[src/rtl/spi_conf_regfile_pkg.sv]
// Shared command codes, mode codes and frame FSM state type for the SPI
// configuration receiver.
package spi_conf_regfile_pkg;

  // Command codes sent by the ARM in the top nibble of each frame
  localparam int FPGA_CMD_NOP         = 0;
  localparam int FPGA_CMD_SET_CONFREG = 1;
  localparam int FPGA_CMD_SET_DIVISOR = 2;
  localparam int FPGA_CMD_READ_BASE   = 8;

  // Major-mode codes carried in the top bits of the conf word
  localparam logic [2:0] MODE_LF_READER = 3'b000;
  localparam logic [2:0] MODE_OFF       = 3'b111;

  // The ARM firmware always clocks 16-bit frames; any gap between the command
  // field and the data field is padding.
  localparam int LEGACY_FRAME_W = 16;

  typedef enum logic {
    FRAME_IDLE,
    FRAME_ACTIVE
  } frame_state_t;

endpackage

[src/rtl/spi_sync_edge.sv]
// Two-flop synchroniser for one asynchronous SPI pin, followed by registered
// rise/fall pulse detection. Pin-to-pulse latency is three clock cycles.
module spi_sync_edge (
  input  logic clk,
  input  logic reset,
  input  logic din,
  output logic rise,
  output logic fall
);

  logic meta;
  logic sync_q;
  logic prev;

  // Bring the pin into the clock domain and register one-cycle edge pulses
  always_ff @(posedge clk) begin
    if (reset) begin
      meta   <= 1'b0;
      sync_q <= 1'b0;
      prev   <= 1'b0;
      rise   <= 1'b0;
      fall   <= 1'b0;
    end else begin
      meta   <= din;
      sync_q <= meta;
      prev   <= sync_q;
      rise   <= sync_q & ~prev;
      fall   <= ~sync_q & prev;
    end
  end

endmodule

[src/rtl/spi_conf_regfile.sv]
// ARM->FPGA SPI configuration receiver: oversampled SPI slave that writes the
// config register file, supports readback over miso, counts bad-length frames
// and commits the major mode only when the carrier can switch cleanly.
module spi_conf_regfile
  import spi_conf_regfile_pkg::*;
#(
  parameter int                DATA_W   = 8,
  parameter int                CMD_W    = 4,
  parameter int                NUM_REGS = 2,
  parameter int                MODE_W   = 3,
  parameter int                RD_BASE  = FPGA_CMD_READ_BASE,
  parameter logic [DATA_W-1:0] REG0_RST = 8'hE0,
  parameter int                FRAME_W  = LEGACY_FRAME_W
) (
  input  logic                         ck_1356meg,
  input  logic                         reset,
  input  logic                         spck,
  input  logic                         ncs,
  input  logic                         mosi,
  output logic                         miso,
  input  logic                         mode_safe,
  output logic [NUM_REGS*DATA_W-1:0]   regs,
  output logic [MODE_W-1:0]            major_mode,
  output logic                         mode_pending,
  output logic                         mode_changed,
  output logic [NUM_REGS-1:0]          wr_strobe,
  output logic [7:0]                   frame_err_cnt
);

  localparam int CNT_W = $clog2(FRAME_W + 2);
  localparam int PAD_W = FRAME_W - CMD_W - DATA_W;

  logic spck_rise, spck_fall, ncs_rise, ncs_fall;
  logic mosi_meta, mosi_sync;

  frame_state_t state, state_next;
  logic start_frame, end_good, end_bad, take_bit, give_bit;
  logic reg0_write;

  logic [FRAME_W-1:0] shift, tx, rd_latch;
  logic [CNT_W-1:0]   bit_cnt;
  logic [DATA_W-1:0]  reg_q [NUM_REGS];
  logic [MODE_W-1:0]  pending_mode;
  logic [CMD_W-1:0]   cmd;
  logic [DATA_W-1:0]  dat;

  spi_sync_edge u_spck_sync (
    .clk   (ck_1356meg),
    .reset (reset),
    .din   (spck),
    .rise  (spck_rise),
    .fall  (spck_fall)
  );

  spi_sync_edge u_ncs_sync (
    .clk   (ck_1356meg),
    .reset (reset),
    .din   (ncs),
    .rise  (ncs_rise),
    .fall  (ncs_fall)
  );

  // mosi only needs a clean level; it is stable for several cycles around spck rise
  always_ff @(posedge ck_1356meg) begin
    if (reset) begin
      mosi_meta <= 1'b0;
      mosi_sync <= 1'b0;
    end else begin
      mosi_meta <= mosi;
      mosi_sync <= mosi_meta;
    end
  end

  assign cmd        = shift[FRAME_W-1 -: CMD_W];
  assign dat        = shift[DATA_W-1:0];
  assign reg0_write = end_good && (cmd == CMD_W'(FPGA_CMD_SET_CONFREG));

  // Frame state register; a frame open at reset release stays ignored until ncs rises
  always_ff @(posedge ck_1356meg) begin
    if (reset) state <= FRAME_IDLE;
    else       state <= state_next;
  end

  // Chip select alone moves the frame state
  always_comb begin
    state_next = state;
    if (ncs_fall)      state_next = FRAME_ACTIVE;
    else if (ncs_rise) state_next = FRAME_IDLE;
  end

  // Frame controls; ncs edges win over any spck edge in the same cycle
  always_comb begin
    start_frame = ncs_fall;
    end_good    = 1'b0;
    end_bad     = 1'b0;
    take_bit    = 1'b0;
    give_bit    = 1'b0;
    if (state == FRAME_ACTIVE && !ncs_fall) begin
      if (ncs_rise) begin
        if (bit_cnt == CNT_W'(FRAME_W)) end_good = 1'b1;
        else                            end_bad  = 1'b1;
      end else begin
        take_bit = spck_rise;
        give_bit = spck_fall;
      end
    end
  end

  // Shift datapath, readback path and bad-frame counter
  always_ff @(posedge ck_1356meg) begin
    if (reset) begin
      shift         <= '0;
      bit_cnt       <= '0;
      tx            <= '0;
      rd_latch      <= '0;
      miso          <= 1'b0;
      frame_err_cnt <= '0;
    end else begin
      if (start_frame) begin
        shift    <= '0;
        bit_cnt  <= '0;
        tx       <= rd_latch;
        rd_latch <= '0;
      end
      if (take_bit) begin
        shift <= {shift[FRAME_W-2:0], mosi_sync};
        if (bit_cnt != CNT_W'(FRAME_W + 1)) bit_cnt <= bit_cnt + 1'b1;
      end
      if (give_bit) begin
        miso <= tx[FRAME_W-1];
        tx   <= {tx[FRAME_W-2:0], 1'b0};
      end
      if (end_good || end_bad) miso <= 1'b0;
      if (end_bad && frame_err_cnt != 8'hFF) frame_err_cnt <= frame_err_cnt + 8'd1;
      if (end_good) begin
        for (int k = 0; k < NUM_REGS; k++) begin
          if (cmd == CMD_W'(RD_BASE + k)) rd_latch <= {cmd, {PAD_W{1'b0}}, reg_q[k]};
        end
      end
    end
  end

  // Register writes, write strobes and the deferred major-mode commit
  always_ff @(posedge ck_1356meg) begin
    if (reset) begin
      for (int k = 0; k < NUM_REGS; k++) reg_q[k] <= (k == 0) ? REG0_RST : '0;
      wr_strobe    <= '0;
      pending_mode <= {MODE_W{1'b1}};
      mode_pending <= 1'b0;
      major_mode   <= {MODE_W{1'b1}};
      mode_changed <= 1'b0;
    end else begin
      wr_strobe    <= '0;
      mode_changed <= 1'b0;
      if (reg0_write) begin
        pending_mode <= dat[DATA_W-1 -: MODE_W];
        mode_pending <= 1'b1;
      end else if (mode_pending && mode_safe) begin
        major_mode   <= pending_mode;
        mode_pending <= 1'b0;
        mode_changed <= (pending_mode != major_mode);
      end
      if (end_good) begin
        for (int k = 0; k < NUM_REGS; k++) begin
          if (cmd == CMD_W'(k + 1)) begin
            reg_q[k]     <= dat;
            wr_strobe[k] <= 1'b1;
          end
        end
      end
    end
  end

  for (genvar g = 0; g < NUM_REGS; g++) begin : g_regs
    assign regs[g*DATA_W +: DATA_W] = reg_q[g];
  end

endmodule
[config.mk]
export PLATFORM = sky130hd
export DESIGN_NAME = spi_conf_regfile
export DESIGN_NICKNAME = d
export VERILOG_FILES = /design/src/rtl/spi_conf_regfile_pkg.sv /design/src/rtl/spi_sync_edge.sv /design/src/rtl/spi_conf_regfile.sv
export SDC_FILE = /design/constraint.sdc
export NUM_CORES = 1
export LEC_CHECK = 0
export CORE_ASPECT_RATIO = 0.6
export CORE_MARGIN = 2
export CORE_UTILIZATION = 43
export CTS_CLUSTER_DIAMETER = 40
export DETAILED_ROUTE_END_ITERATION = 10
export PLACE_DENSITY_LB_ADDON = 0.1
export REMOVE_ABC_BUFFERS = 1
export SYNTH_ARGS = -nofsm -noshare
export SYNTH_HDL_FRONTEND = slang
export SYNTH_SLANG_ARGS = --single-unit
[constraint.sdc]
create_clock -name ck_1356meg -period 4.3 [get_ports ck_1356meg]
set_input_delay 0.43 -clock ck_1356meg [delete_from_list [all_inputs] [get_ports ck_1356meg]]
set_output_delay 0.43 -clock ck_1356meg [all_outputs]
set_load 0.02 [all_outputs]
==> results of run 1 <==
[power by group through the flow]
| stage | Clock, mW | Combinational (mW) | Sequential, mW |
|---|---|---|---|
| 3_5_place_dp | 0 | 0.0454 | 0.993 |
| 6_report | 0.903 | 0.0448 | 0.972 |
| 2_1_floorplan | 0 | 0.00978 | 0.998 |
| 4_1_cts | 0.926 | 0.0456 | 0.972 |
| 5_1_grt | 0.970 | 0.0489 | 0.972 |
| 3_3_place_gp | 0 | 0.0455 | 0.993 |
[flip-flops by register name, summed over array words and instances, names as in the netlist, 2 cells and up]
register       count
bit_cnt            5
frame_err_cnt      8
major_mode         3
pending_mode       3
rd_latch          16
reg_q             16
shift             16
tx                16
wr_strobe          2
[synth_stat cells, drive strengths merged (4+ instances only)]
library cell  count  area (um^2)
nand2            34          128
buf              14         66.3
and2              8         50.1
nor3b            15          113
xor2              4         35.0
nor3              4         20.0
nor2b            10         62.6
o31ai             5         37.5
edfxtp           16          480
clkbuf           15         56.3
mux2              8         90.1
nand2b            5         31.3
nor2             31          116
dfxtp            85         1700
nor4b             6         58.8
nand4             4         31.3
a21oi            50          250
inv               6         22.5
a22oi            15          113
mux2i            11          110
ha                4         50.1
nand3b           13         97.6
nand3             5         25.0
[cell type report]
| cell class | count | area share |
|---|---|---|
| Clock buffer | 10 | 0.0526 |
| Sequential cell | 101 | 0.459 |
| Clock inverter | 6 | 0.0197 |
| Tap cell | 116 | 0.0305 |
| Inverter | 6 | 0.00473 |
| Timing Repair Buffer | 42 | 0.0846 |
| Multi-Input combinational cell | 260 | 0.349 |
[cells by family after synthesis]
group | count (synthesis) | synth area share
compound gates | 77 | 0.112
xor+xnor | 5 | 0.0110
fa+ha+maj | 4 | 0.0126
buf+inv | 35 | 0.0366
flops | 101 | 0.550
mux | 19 | 0.0504
simple gates | 155 | 0.228
[critical path: stages (launching register included)]
cell,delay [ns]
dfxtp_1,0.34
inv_1,0.10
ha_1,0.18
and4bb_1,0.29
nand2_1,0.12
o31ai_1,1.08
[how the worst max path moves through the flow]
stage                                         to  slack [ns]
final                      reg_q[0][9]$_DFFE_PP_        1.81
after global routing          tx[2]$_SDFFE_PP0P_        1.59
after CTS                  reg_q[0][9]$_DFFE_PP_        1.75
after detailed placement  reg_q[0][12]$_DFFE_PP_        1.80
after global placement    reg_q[0][12]$_DFFE_PP_        1.79
after floorplan            bit_cnt[4]$_SDFF_PP0_        0.36
[per-layer routing]
metal | part of all wire | vias to the layer above
met1 | 0.53 | 1374
met5 | 0 | -
met4 | 0.014 | 0
met2 | 0.42 | 31
met3 | 0.035 | 10
li1 | - | 1456
==> run_results.csv, run 1 <==
group,metric,value,unit
floorplan,fp-row-count,27,
synth,syn_inst,396,
cells_and_area,regArea,2180,um^2
synth,synth_edf_count,16,
cells_and_area,layout.nets,430,
cells_and_area,fillers,835,
cells_and_area,area_growth,20.0,%
setup_path,worstPathArrival,2.45,ns
power_and_ir_drop,p_per_area,403,nW/um^2
floorplan,die_h,78.4,um
global_routing,grt_most_used_layer,"met1",
worst_hold_path,hold_depth,1,
timing,fin_crit_sh,0.579,
routing,dr.pass1.iters,4,
routing,postRouteAntennaNets,0,
cts,cts.clk_slew.worst_paths,0.07,ns
setup_path,ff2ff_setup_slack,1.81,ns
placement,pre_cts_ws,1.80,ns
power_and_ir_drop,leakagePower,1.62,nW
timing,drv_slew,0,
placement,place_hpwl,5150,um
timing,clock.fmax,0.401,GHz
cells_and_area,layout_commonest_cell,"dfxtp_1",
cells_and_area,fin_cells,541,
synth,ys_types,43,
setup_path,startpoint_type,"register",
synth,synthArstFlopShare,0,
synth,ys_ff_latch,101,
global_routing,grt_overflow,0,
routing,drt_iter0_drc,223,
worst_hold_path,hp-start,"u_ncs_sync.prev$_SDFF_PP0_",
timing,finalSetupTns,0,ns
power_and_ir_drop,swShare,0.202,
global_routing,use_met1,0.248,
cts,cts_root_buf,"clkbuf_16",
worst_hold_path,min_to,"u_ncs_sync.rise$_SDFF_PP0_",
timing,max_slew_margin,0.120,
power_and_ir_drop,design_power_total,1.92,mW
synth,synth_area_per_cell,10.0,um^2
cts,cts_hold_buf,0,
floorplan,start_util,0.438,
global_routing,gr-usage-met3,0.0559,
flow_run,max_cap_viol_count,0,
synth,synth_flop_cell,"dfxtp_1",
timing,finalCriticalPeriod,2.49,ns
power_and_ir_drop,vdd_ir_drop_max,241,uV
power_and_ir_drop,clock_power_share,0.470,
setup_path,rr_endpoint,"reg_q[0][9]$_DFFE_PP_",
routing,drcViolationCount,0,
synth,syn-cell-area,3970,um^2
global_routing,grt_pass1_vias,2590,
power_and_ir_drop,seqPwrFrac,0.506,
setup_path,critPathMaxFanout,8,
cts,clockBufferDepth,2,
setup_path,crit_required,4.26,ns
setup_path,cp-startpoint,"bit_cnt[0]$_SDFF_PP0_",
floorplan,die_x,128,um
power_and_ir_drop,p_sw,0.388,mW
power_and_ir_drop,intPower,1.53,mW
status,status,"completed",
floorplan,core,9050,um^2
setup_path,crit_path_end_kind,"register",
worst_hold_path,hold_path_class,"reg2reg",
cells_and_area,fin_area,4760,um^2
timing,setup_viol,0,
placement,place_congestion,0.719,
cells_and_area,diodes,0,
timing,fin_skew,0.00671,ns
global_routing,grt_pass1_wl,13300,um
cts,cts_tree,"done",
cts,numCtsBuffers,9,
floorplan,dieArea,10000,um^2
timing,holdWs,0.403,ns
timing,setup_slack,1.81,ns
cts,worstSkewPairLatency,0.35,ns
cells_and_area,final_cell_mix,"dfxtp_1 (84), a21oi_1 (50), clkdlybuf4s50_1 (36)",
global_routing,use_met2,0.244,
global_routing,grtUsageTotal,0.172,
global_routing,grt_start_max_net_pins,55,
timing,tightest_slew,1.31,ns
timing,rsz0062_at_grt,"false",
cts,postCtsSetupRepairBufs,0,
routing,vias,2871,
power_and_ir_drop,pwr-share-comb,0.023,
cells_and_area,drive_gt1_frac,0.0824,
routing,wire_per_inst,14.9,um
placement,dpl.cell_count,525,
setup_path,r2r_start,"bit_cnt[0]$_SDFF_PP0_",
placement,placed_cell_area,4420,um^2
synth,seq_area_frac_synth,0.550,
cells_and_area,utilization,0.526,
cts,clock_sinks,101,
cts,post_cts_resize_count,0,
setup_path,reg2reg_depth,5,
placement,numPortBuffers,37,
floorplan,pin_count,38,
synth,ys_warn_count,0,
timing,hold_violations,0,
setup_path,crit_type,"reg2reg",
cts,ctsHtreeMaxLevel,3,
cells_and_area,multi_input_area,1660,um^2
global_routing,antenna_found_initial,0,
routing,vias_per_cell,5.31,
routing,routed_wl,8060,um
No activity file was read; power rests on OpenSTA's default activity.
==> run 2: changes to the inputs <==
clock period = 2.2 ns   (was 4.3 ns; I/O delays follow)
==> run_results.csv, run 2 (synthesis gave the netlist of run 1 again) <==
group,metric,value,unit
status,status,"completed",
power_and_ir_drop,p_sw,0.742,mW
floorplan,pin_count,38,
cells_and_area,fillers,820,
floorplan,die_h,78.4,um
timing,rsz0062_at_grt,"false",
timing,clock.fmax,0.496,GHz
worst_hold_path,min_to,"shift[2]$_SDFFE_PP0P_",
global_routing,antenna_found_initial,0,
routing,drt_iter0_drc,209,
floorplan,start_util,0.438,
placement,numPortBuffers,37,
routing,vias_per_cell,5.16,
cts,cts.clk_slew.worst_paths,0.07,ns
setup_path,worstPathArrival,2.29,ns
timing,max_slew_margin,0.367,
timing,setup_slack,0.184,ns
cts,cts_tree,"done",
cells_and_area,final_cell_mix,"dfxtp_1 (84), a21oi_1 (50), clkdlybuf4s50_1 (36)",
power_and_ir_drop,design_power_total,3.58,mW
setup_path,crit_type,"reg2reg",
setup_path,r2r_start,"bit_cnt[0]$_SDFF_PP0_",
power_and_ir_drop,seqPwrFrac,0.530,
timing,tightest_slew,0.946,ns
cts,clockBufferDepth,2,
cts,numCtsBuffers,9,
cells_and_area,layout.nets,434,
routing,vias,2810,
power_and_ir_drop,intPower,2.84,mW
timing,finalCriticalPeriod,2.02,ns
timing,fin_skew,0.00683,ns
setup_path,critPathMaxFanout,14,
cts,ctsHtreeMaxLevel,3,
flow_run,max_cap_viol_count,0,
global_routing,grt_pass1_wl,13400,um
cells_and_area,layout_commonest_cell,"dfxtp_1",
power_and_ir_drop,pwr-share-comb,0.025,
floorplan,dieArea,10000,um^2
power_and_ir_drop,swShare,0.207,
floorplan,die_x,128,um
cells_and_area,diodes,0,
timing,holdWs,0.189,ns
setup_path,crit_path_end_kind,"register",
setup_path,ff2ff_setup_slack,0.18,ns
worst_hold_path,hp-start,"reset",
power_and_ir_drop,leakagePower,1.62,nW
global_routing,grtUsageTotal,0.172,
timing,fin_crit_sh,0.916,
power_and_ir_drop,clock_power_share,0.445,
worst_hold_path,hold_path_class,"in2reg",
setup_path,startpoint_type,"register",
setup_path,rr_endpoint,"frame_err_cnt[7]$_SDFFE_PP0P_",
timing,hold_violations,0,
cells_and_area,drive_gt1_frac,0.0886,
timing,drv_slew,0,
cts,cts_hold_buf,0,
cts,worstSkewPairLatency,0.35,ns
timing,setup_viol,0,
setup_path,reg2reg_depth,6,
floorplan,fp-row-count,27,
worst_hold_path,hold_depth,2,
cells_and_area,area_growth,19.6,%
setup_path,crit_required,2.47,ns
placement,place_hpwl,5140,um
cts,clock_sinks,101,
cts,cts_root_buf,"clkbuf_16",
cts,postCtsSetupRepairBufs,0,
global_routing,grt_overflow,0,
routing,wire_per_inst,14.3,um
setup_path,path_cells,"inv_1, ha_1, nand4bb_1, o211ai_1, or4_1, a21oi_1",
setup_path,critPathMaxStageDelay,0.60,ns
power_and_ir_drop,vdd_ir_drop_max,411,uV
setup_path,slowest_stage,"or4_1",
floorplan,core,9050,um^2
routing,drcViolationCount,0,
routing,dr.pass1.iters,4,
global_routing,grt_pass1_vias,2651,
placement,place_congestion,0.737,
global_routing,grt_start_max_net_pins,76,
power_and_ir_drop,p_per_area,754,nW/um^2
cts,post_cts_resize_count,0,
routing,routed_wl,7820,um
placement,pre_cts_ws,0.212,ns
routing,postRouteAntennaNets,0,
[run 2: cell count changes in the layout (fill, tap and decap cells not counted)]
cell and delta:
clkinv_2 +1, clkbuf_16 -1, clkbuf_1 +1, clkbuf_8 +1, inv_4 +1, inv_6 +1
buf_4 +4, clkinv_4 -3, bufinv_16 -1
[run 2: worst max-delay path by stage]
stage                               start                       endpoint  depth (start not counted)
6_report            bit_cnt[0]$_SDFF_PP0_  frame_err_cnt[7]$_SDFFE_PP0P_                          6
5_1_grt             bit_cnt[0]$_SDFF_PP0_      reg_q[0][6]$_SDFFCE_PN1P_                          7
4_1_cts             bit_cnt[0]$_SDFF_PP0_  frame_err_cnt[7]$_SDFFE_PP0P_                          6
3_5_place_dp        bit_cnt[0]$_SDFF_PP0_  frame_err_cnt[7]$_SDFFE_PP0P_                          6
3_3_place_gp        bit_cnt[0]$_SDFF_PP0_  frame_err_cnt[5]$_SDFFE_PP0P_                          6
2_1_floorplan  u_ncs_sync.fall$_SDFF_PP0_          bit_cnt[4]$_SDFF_PP0_                          4
[run 2: final cells by class]
type | count | area, um^2 | share of cell area
sequential | 101 | 2180 | 0.460
multi-input combinational | 260 | 1660 | 0.350
timing repair buffer | 46 | 433 | 0.0912
clock buffer | 11 | 243 | 0.0511
tap | 116 | 145 | 0.0306
clock inverter | 5 | 57.6 | 0.0121
inverter | 6 | 22.5 | 0.00474
[run 2: per-stage QoR]
stage / utilization / TNS, ns / instance area [um^2] / instances
floorplan: - / -47.66 / 3850 / 367
detailed placement: 0.491 / 0 / 4450 / 529
finish: 0.524 / 0 / 4750 / 545
global route: 0.524 / 0 / 4750 / 545
CTS: 0.524 / 0 / 4750 / 545
global placement: 0.491 / 0 / 4450 / 529
[run 2: power groups by stage]
stage / combinational, mW / sequential [mW] / clock (mW)
floorplan: 0.0191 / 1.95 / 0
global placement: 0.0926 / 1.94 / 0
detailed placement: 0.0921 / 1.94 / 0
CTS: 0.0923 / 1.90 / 1.64
global route: 0.0993 / 1.90 / 1.71
finish: 0.0907 / 1.90 / 1.59
[run 2: metal layers]
layer,global-route usage,vias to the layer above,part of all wire
li1,-,1464,-
met1,0.246,1298,0.53
met2,0.239,40,0.41
met3,0.0573,8,0.041
met4,0.0648,0,0.015
met5,0,-,0
[run 2: worst max-delay path: cells and delay by family (launching register included)]
kind / cells / cell delay, ns
simple gates: 2 / 0.71
compound gates: 2 / 0.54
flops: 1 / 0.38
fa+ha+maj: 1 / 0.21
buf+inv: 1 / 0.09
==> run 3: changes to the inputs <==
MAX_ROUTING_LAYER = met4   (was default)
PLACE_DENSITY = 0.71   (was default)
PLACE_DENSITY_LB_ADDON = default   (was 0.1)
==> run_results.csv, run 3 (synthesis gave the netlist of run 1 again) <==
group,metric,value,unit
status,status,"completed",
cts,clockBufferDepth,2,
worst_hold_path,hp-start,"reset",
cts,clock_sinks,101,
floorplan,dieArea,10000,um^2
floorplan,die_h,78.4,um
power_and_ir_drop,seqPwrFrac,0.513,
routing,drcViolationCount,0,
cts,worstSkewPairLatency,0.35,ns
placement,place_congestion,0.826,
setup_path,crit_path_end_kind,"register",
cts,cts_tree,"done",
worst_hold_path,hold_path_class,"in2reg",
routing,vias_per_cell,5.27,
timing,fin_crit_sh,0.864,
timing,clock.fmax,0.526,GHz
routing,wire_per_inst,14.3,um
cells_and_area,diodes,0,
timing,finalSetupTns,0,ns
timing,rsz0062_at_grt,"false",
cells_and_area,multi_input_area,1660,um^2
power_and_ir_drop,vdd_ir_drop_max,397,uV
cts,ctsHtreeMaxLevel,3,
cells_and_area,layout_commonest_cell,"dfxtp_1",
timing,tightest_slew,1.01,ns
cts,cts_root_buf,"clkbuf_16",
routing,postRouteAntennaNets,0,
setup_path,cp-startpoint,"bit_cnt[0]$_SDFF_PP0_",
floorplan,core,9050,um^2
setup_path,startpoint_type,"register",
cts,cts.clk_slew.worst_paths,0.06,ns
timing,holdWs,0.250,ns
power_and_ir_drop,swShare,0.194,
cells_and_area,layout.nets,436,
timing,drv_slew,0,
timing,max_slew_margin,0.321,
global_routing,antenna_found_initial,0,
setup_path,crit_required,2.40,ns
power_and_ir_drop,pwr-share-comb,0.025,
setup_path,critPathMaxFanout,9,
floorplan,start_util,0.438,
cells_and_area,final_cell_mix,"dfxtp_1 (85), a21oi_1 (50), clkdlybuf4s50_1 (36)",
cells_and_area,utilization,0.529,
setup_path,reg2reg_depth,7,
timing,fin_skew,0.00898,ns
cts,post_cts_resize_count,0,
cts,numCtsBuffers,9,
placement,place_hpwl,5080,um
setup_path,crit_type,"reg2reg",
global_routing,grt_pass1_vias,2632,
power_and_ir_drop,p_per_area,773,nW/um^2
worst_hold_path,hold_depth,3,
floorplan,fp-row-count,27,
cts,cts_hold_buf,0,
power_and_ir_drop,leakagePower,1.64,nW
global_routing,grtUsageTotal,0.170,
power_and_ir_drop,clock_power_share,0.463,
cells_and_area,regArea,2180,um^2
cells_and_area,drive_gt1_frac,0.0882,
floorplan,die_x,128,um
global_routing,grt_overflow,0,
routing,drt_iter0_drc,242,
floorplan,pin_count,38,
routing,vias,2881,
power_and_ir_drop,p_sw,0.717,mW
global_routing,grt_start_max_net_pins,61,
timing,finalCriticalPeriod,1.90,ns
flow_run,max_cap_viol_count,0,
timing,hold_violations,0,
setup_path,r2r_start,"bit_cnt[0]$_SDFF_PP0_",
cts,postCtsSetupRepairBufs,0,
routing,routed_wl,7840,um
power_and_ir_drop,design_power_total,3.70,mW
cells_and_area,fillers,798,
routing,dr.pass1.iters,4,
power_and_ir_drop,intPower,2.99,mW
timing,setup_viol,0,
placement,numPortBuffers,37,
global_routing,grt_pass1_wl,12900,um
setup_path,worstPathArrival,2.10,ns
cells_and_area,area_growth,20.6,%
[run 3: layout make-up]
| class | instances | area share |
|---|---|---|
| sequential | 101 | 0.456 |
| multi-input combinational | 260 | 0.347 |
| timing repair buffer | 48 | 0.0935 |
| clock buffer | 12 | 0.0538 |
| tap | 116 | 0.0303 |
| clock inverter | 4 | 0.0146 |
| inverter | 6 | 0.00470 |
[run 3: through the flow]
stage,instance area (um^2),instances,worst slack [ns]
after floorplan,3850,367,-1.74
after global placement,4460,531,0.394
final,4790,547,0.299
after global routing,4790,547,0.0520
after detailed placement,4460,531,0.301
after CTS,4790,547,0.286
[run 3: path summary, 6_finish.rpt]
path	slack, ns	end
setup reg to reg	0.30	reg_q[0][2]$_DFFE_PP_
hold / removal	0.25	pending_mode[1]$_SDFFE_PP1P_
setup / recovery	0.30	reg_q[0][2]$_DFFE_PP_
hold reg to reg	0.41	u_ncs_sync.rise$_SDFF_PP0_
[run 3: power groups by stage]
stage	sequential [mW]	combinational (mW)	clock, mW
2_1_floorplan	1.95	0.0191	0
3_3_place_gp	1.94	0.0910	0
3_5_place_dp	1.94	0.0918	0
4_1_cts	1.90	0.0919	1.75
5_1_grt	1.90	0.0987	1.83
6_report	1.90	0.0912	1.71
[run 3: worst max-delay path, stage by stage (launching register included)]
cell      delay, ns
dfxtp_1        0.34
inv_1          0.10
ha_1           0.18
and4bb_1       0.28
nand2_1        0.11
nor4_1         0.34
buf_4          0.23
and2_1         0.16
[run 3: metal layers]
metal | up-vias | track usage | wire length [um]
met3 | 11 | 0.0661 | 363
li1 | 1456 | - | -
met5 | - | - | 0
met1 | 1361 | 0.231 | 3960
met2 | 53 | 0.241 | 3470
met4 | 0 | 0.0330 | 54
